<file path="src/rtl/jtag_pkg.sv">
// jtag_pkg: TAP state encoding, instruction codes and state-flag bundle shared by the TAP controller.
package jtag_pkg;
  typedef enum logic [3:0] {
    S_TLR, S_RTI, S_SEL_DR, S_CAP_DR, S_SH_DR, S_EX1_DR, S_PAU_DR, S_EX2_DR,
    S_UPD_DR, S_SEL_IR, S_CAP_IR, S_SH_IR, S_EX1_IR, S_PAU_IR, S_EX2_IR, S_UPD_IR
  } tap_state_t;
  localparam int INSTR_EXTEST = 0;
  localparam int INSTR_SAMPLE_PRELOAD = 1;
  localparam int INSTR_IDCODE = 2;
  localparam int INSTR_BYPASS = -1;
  localparam logic [1:0] IR_CAPTURE = 2'b01;
  typedef struct packed {
    logic tlr;
    logic to_tlr;
    logic cap_dr;
    logic sh_dr;
    logic upd_dr;
    logic cap_ir;
    logic sh_ir;
    logic upd_ir;
  } tap_flags_t;
endpackage

</file>
<file path="src/rtl/jtag_tap_fsm.sv">
// jtag_tap_fsm: 16-state TAP state machine driven by tms_i, exporting one-hot state flags.
module jtag_tap_fsm
  import jtag_pkg::*;
(
  input  logic       tck,
  input  logic       trst_n,
  input  logic       tms_i,
  output tap_flags_t flags_o
);
  tap_state_t state_q, state_d;
  always_ff @(posedge tck or negedge trst_n)
    if (!trst_n) state_q <= S_TLR;
    else state_q <= state_d;
  always_comb begin
    state_d = state_q;
    case (state_q)
      S_TLR:    state_d = tms_i ? S_TLR    : S_RTI;
      S_RTI:    state_d = tms_i ? S_SEL_DR : S_RTI;
      S_SEL_DR: state_d = tms_i ? S_SEL_IR : S_CAP_DR;
      S_CAP_DR: state_d = tms_i ? S_EX1_DR : S_SH_DR;
      S_SH_DR:  state_d = tms_i ? S_EX1_DR : S_SH_DR;
      S_EX1_DR: state_d = tms_i ? S_UPD_DR : S_PAU_DR;
      S_PAU_DR: state_d = tms_i ? S_EX2_DR : S_PAU_DR;
      S_EX2_DR: state_d = tms_i ? S_UPD_DR : S_SH_DR;
      S_UPD_DR: state_d = tms_i ? S_SEL_DR : S_RTI;
      S_SEL_IR: state_d = tms_i ? S_TLR    : S_CAP_IR;
      S_CAP_IR: state_d = tms_i ? S_EX1_IR : S_SH_IR;
      S_SH_IR:  state_d = tms_i ? S_EX1_IR : S_SH_IR;
      S_EX1_IR: state_d = tms_i ? S_UPD_IR : S_PAU_IR;
      S_PAU_IR: state_d = tms_i ? S_EX2_IR : S_PAU_IR;
      S_EX2_IR: state_d = tms_i ? S_UPD_IR : S_SH_IR;
      S_UPD_IR: state_d = tms_i ? S_SEL_DR : S_RTI;
      default:  state_d = S_TLR;
    endcase
  end
  // to_tlr looks at the next state so the IR reload lands on the edge that enters TLR
  assign flags_o = '{
    tlr:    state_q == S_TLR,
    to_tlr: state_d == S_TLR,
    cap_dr: state_q == S_CAP_DR,
    sh_dr:  state_q == S_SH_DR,
    upd_dr: state_q == S_UPD_DR,
    cap_ir: state_q == S_CAP_IR,
    sh_ir:  state_q == S_SH_IR,
    upd_ir: state_q == S_UPD_IR
  };
endmodule

</file>
<file path="src/rtl/jtag_tap_ctrl.sv">
// jtag_tap_ctrl: TAP controller with IR, BYPASS/IDCODE registers and boundary-scan chain controls.
// Define TDO_NEGEDGE_EN to register tdo_o/tdo_en_o on the falling edge of tck.
module jtag_tap_ctrl
  import jtag_pkg::*;
#(
  parameter int          IR_W       = 4,
  parameter logic [31:0] IDCODE_VAL = 32'h1000_0001
) (
  input  logic tck,
  input  logic trst_n,
  input  logic tms_i,
  input  logic tdi_i,
  output logic tdo_o,
  output logic tdo_en_o,
  output logic bsr_scan_o,
  input  logic bsr_scan_i,
  output logic bsr_shift_o,
  output logic bsr_capture_o,
  output logic bsr_update_o,
  output logic bsr_mode_o,
  output logic tlr_o
);
  tap_flags_t f;
  logic [IR_W-1:0] ir_q, irs_q;
  logic [31:0] idc_q;
  logic byp_q, sel_bsr, sel_idc, tdo_d, tdo_en_d;
  jtag_tap_fsm u_fsm (.tck(tck), .trst_n(trst_n), .tms_i(tms_i), .flags_o(f));
  always_ff @(posedge tck or negedge trst_n)
    if (!trst_n) begin
      ir_q  <= IR_W'(INSTR_IDCODE);
      irs_q <= IR_W'(IR_CAPTURE);
      idc_q <= IDCODE_VAL;
      byp_q <= 1'b0;
    end else begin
      if (f.to_tlr) ir_q <= IR_W'(INSTR_IDCODE);
      else if (f.upd_ir) ir_q <= irs_q;
      if (f.cap_ir) irs_q <= IR_W'(IR_CAPTURE);
      else if (f.sh_ir) irs_q <= {tdi_i, irs_q[IR_W-1:1]};
      if (f.cap_dr) idc_q <= IDCODE_VAL;
      else if (f.sh_dr) idc_q <= {tdi_i, idc_q[31:1]};
      if (f.cap_dr) byp_q <= 1'b0;
      else if (f.sh_dr) byp_q <= tdi_i;
    end
  // every code other than the three defined ones falls through to the bypass register
  assign sel_bsr = ir_q == IR_W'(INSTR_EXTEST) || ir_q == IR_W'(INSTR_SAMPLE_PRELOAD);
  assign sel_idc = ir_q == IR_W'(INSTR_IDCODE);
  assign tlr_o = f.tlr;
  assign bsr_scan_o = tdi_i;
  assign bsr_shift_o = f.sh_dr & sel_bsr;
  assign bsr_capture_o = (f.cap_dr | f.sh_dr) & sel_bsr;
  assign bsr_update_o = f.upd_dr & sel_bsr;
  assign bsr_mode_o = ir_q == IR_W'(INSTR_EXTEST);
  assign tdo_en_d = f.sh_ir | f.sh_dr;
  assign tdo_d = f.sh_ir ? irs_q[0] : !f.sh_dr ? 1'b0 : sel_bsr ? bsr_scan_i : sel_idc ? idc_q[0] : byp_q;
`ifdef TDO_NEGEDGE_EN
  logic tdo_q, tdo_en_q;
  always_ff @(negedge tck or negedge trst_n)
    if (!trst_n) begin
      tdo_q    <= 1'b0;
      tdo_en_q <= 1'b0;
    end else begin
      tdo_q    <= tdo_d;
      tdo_en_q <= tdo_en_d;
    end
  assign tdo_o = tdo_q;
  assign tdo_en_o = tdo_en_q;
`else
  assign tdo_o = tdo_d;
  assign tdo_en_o = tdo_en_d;
`endif
endmodule

</file>
<file path="config.mk">
export PLATFORM = sky130hd
export DESIGN_NAME = jtag_tap_ctrl
export DESIGN_NICKNAME = d
export VERILOG_FILES = /design/src/rtl/jtag_pkg.sv /design/src/rtl/jtag_tap_fsm.sv /design/src/rtl/jtag_tap_ctrl.sv
export SDC_FILE = /design/constraint.sdc
export NUM_CORES = 1
export LEC_CHECK = 0
export BUFFER_PORTS_ARGS = -buffer_cell sky130_fd_sc_hd__buf_2
export CAP_MARGIN = 10
export CORE_UTILIZATION = 44
export DETAILED_ROUTE_END_ITERATION = 7
export MAX_ROUTING_LAYER = met4
export SYNTH_ARGS = -nofsm -noshare
export SYNTH_HDL_FRONTEND = slang
export SYNTH_HIERARCHICAL = 1
export SYNTH_SLANG_ARGS = --single-unit
</file>
<file path="constraint.sdc">
create_clock -name tck -period 2.8 [get_ports tck]
set_clock_uncertainty 0.05 [all_clocks]
set_input_delay 0.14 -clock tck [delete_from_list [all_inputs] [get_ports tck]]
set_output_delay 0.14 -clock tck [all_outputs]
set_load 0.01 [all_outputs]
</file>
==> reports/metrics.yaml <==
place_ws_ps: 710
finalWorstSetupSlack_ps: 356
vias: 1347
cts_max_path_buffers: 2
diodes: 0
initialDrtViolationCount: 173
drive_gt1_frac: 0.160
viasPerCell: 5.30
place_congestion: 0.783
drv_slew: 0
path_cells: "inv_1 -> nor4_2 -> buf_12 -> o21ai_0 -> o31ai_2 -> buf_2"
cpPeakStageDelay_ps: 590
ys_seq_elements: 44
min_from: "tdi_i"
grt_overflow_total: 0
p_sw_uw: 773
setup_viol: 0
clock-root-buffer: "clkbuf_8"
nets: 204
ir_drop_v: 0.000468
grt.total_usage: 0.160
cpMaxStageDelayCell: "dfrtp_1"
drc: 0
end_kind: "primary output"
stdcell_count: 254
synth_seq_area_share: 0.515
insertion_delay_ps: 290
cts_made_buffers: 5
synth_edf_count: 0
antenna_left: 0
worstHoldPathType: "input port to register"
r2r_slack_ps: 770
post-route-period-util: 0.873
p_int_mw: 1.43
grt_first_pass_wirelength_mm: 6.07
place.detailed.hpwl_mm: 2.27
hold_viol_final: 0
p_per_area_mw_per_mm2: 956
port_buffers: 12
yosysWarnings: 6
die_h_um: 71.8
synth_top_area_frac: 0.466
pwr-share-clk: 0.229
synth_cells: 194
rr_startpoint: "u_fsm/state_q[0]$_DFF_PN0_"
antenna_found_initial: 0
grt_pass1_vias: 1308
cp-start-kind: "register"
cts_resized: 0
synth_cell_types: 43
final_util: 0.491
reg2regPathDepth: 4
synth_nets: 199
design.core.area_mm2: 0.00469
routedWlPerCell_um: 13.9
io-pin-count: 13
grt_max_degree: 45
area_growth_syn_to_layout_pct: 7.29
status: "finished, final reports clean"
post-route-min-period_ps: 2440
reg2reg_to: "ir_q[3]$_DFFE_PN0P_"
wirelength_mm: 3.52
worstHoldEndpoint: "irs_q[3]$_DFFE_PN0P_"
start_util: 0.457
fill_cells: 432
syn_area_mm2: 0.00215
fin_tns_setup_ps: 0
p_sw_frac: 0.351
crit_arrival_ps: 2250
htree_num_levels: 2
first_pass_iters: 4
num_rows: 25
fmax_mhz: 409
die_w_um: 71.8
max_cap_violations: 0
pwr-share-seq: 0.450
die-area_mm2: 0.00516
path_class: "register to primary output"
whs_ps: 83.7
dp.cells: 245
comb_power_share: 0.321
slew_headroom: 0.370
cts_tree: "built"
yosys-top-cells-area: "dfrtp_1, mux2i_1, nor2_1"
netlist_top_cells_count: "nor2_1, dfrtp_1, mux2i_1, buf_2"
tightestPinTransition_ps: 945
clk_pin_slew_ps: 80
rsz0062_at_grt: "no"
p_leak_nw: 1.07
crit_fanout: 38
synth_top_cell_by_area: "dfrtp_1"
synth.avg_cell_area_um2: 11.1
cts_sinks: 44
synth_flop_cell: "dfrtp_1"
synthArstFlopShare: 1.00
crit_required_ps: 2610
synth.most_common_cell: "nor2_1"
hold_depth: 3
==> area by class of cell <==
type                            instances  area, um2  area share
Clock inverter                          2       38.8      0.0168
Timing Repair Buffer                   15       97.6      0.0424
Tap cell                               54       67.6      0.0293
Clock buffer                            6       82.6      0.0359
Inverter                                3       11.3     0.00489
Multi-Input combinational cell        130        898       0.390
Sequential cell                        44       1110       0.480
==> per-stage QoR <==
step                      total power, mW  instance area [um2]
final                                2.20                 2300
after detailed placement             1.70                 2170
after global placement               1.67                 2170
after floorplan                      1.62                 2150
after CTS                            2.22                 2300
after global routing                 2.36                 2300
==> critical path, delay by kind of cell, from the launching register on <==
kind / cells / cell delay [ps]
AND/OR/NAND/NOR: 1 / 360
flip-flops: 1 / 590
AO/OA/AOI/OAI: 2 / 350
buffers and inverters: 3 / 650
==> what timing repair did <==
item	4_1_cts	5_1_grt
endpoints found under the hold margin	40	0
buffers inserted	0	0
hold buffers	1	0
==> routing by layer <==
metal / wire, um / track usage
met4: 54 / 0.0588
met1: 1750 / 0.210
met2: 1610 / 0.238
met5: 0 / -
met3: 104 / 0.0422
==> registers in the layout, indices dropped and copies added (netlist names) <==
register / cells
idc_q: 32
ir_q: 4
u_fsm/state_q: 4
irs_q: 4
==> cell usage in the layout (no fill, tap or decap), types with 2 or more instances in the layout <==
cell	n
a211o_1	4
a211oi_1	2
and2_1	3
buf_2	12
clkbuf_8	6
dfrtp_1	40
dfstp_2	4
inv_1	3
mux2i_1	36
nand2_1	2
nor2_1	42
nor2b_1	3
nor3_1	4
nor4_1	2
o21a_1	4
o21ai_0	3
==> kinds of logic after synthesis <==
kind of cell	Yosys count	synth area share
xor+xnor	1	0.00408
mux	36	0.168
buf+inv	20	0.0711
flops	44	0.515
compound gates	25	0.0904
simple gates	68	0.151
==> worst max-delay path by stage <==
| stage | to | from | slack [ps] | depth (start not counted) |
|---|---|---|---|---|
| 6_report | tdo_o | u_fsm/state_q[2]$_DFF_PN0_ | 360 | 6 |
| 2_1_floorplan | tdo_o | u_fsm/state_q[0]$_DFF_PN0_ | 1050 | 5 |
| 5_1_grt | tdo_o | u_fsm/state_q[2]$_DFF_PN0_ | 210 | 6 |
| 4_1_cts | tdo_o | u_fsm/state_q[2]$_DFF_PN0_ | 340 | 6 |
| 3_5_place_dp | tdo_o | u_fsm/state_q[2]$_DFF_PN0_ | 710 | 6 |
| 3_3_place_gp | tdo_o | u_fsm/state_q[2]$_DFF_PN0_ | 810 | 6 |
==> power groups by stage <==
| stage | Combinational [mW] | Clock, mW | Sequential, mW |
|---|---|---|---|
| after floorplan | 0.725 | 0 | 0.890 |
| after global placement | 0.686 | 0 | 0.985 |
| after detailed placement | 0.706 | 0 | 0.998 |
| after CTS | 0.714 | 0.523 | 0.987 |
| after global routing | 0.787 | 0.550 | 1.02 |
| final | 0.706 | 0.505 | 0.990 |
No activity file was read; power rests on OpenSTA's default activity.
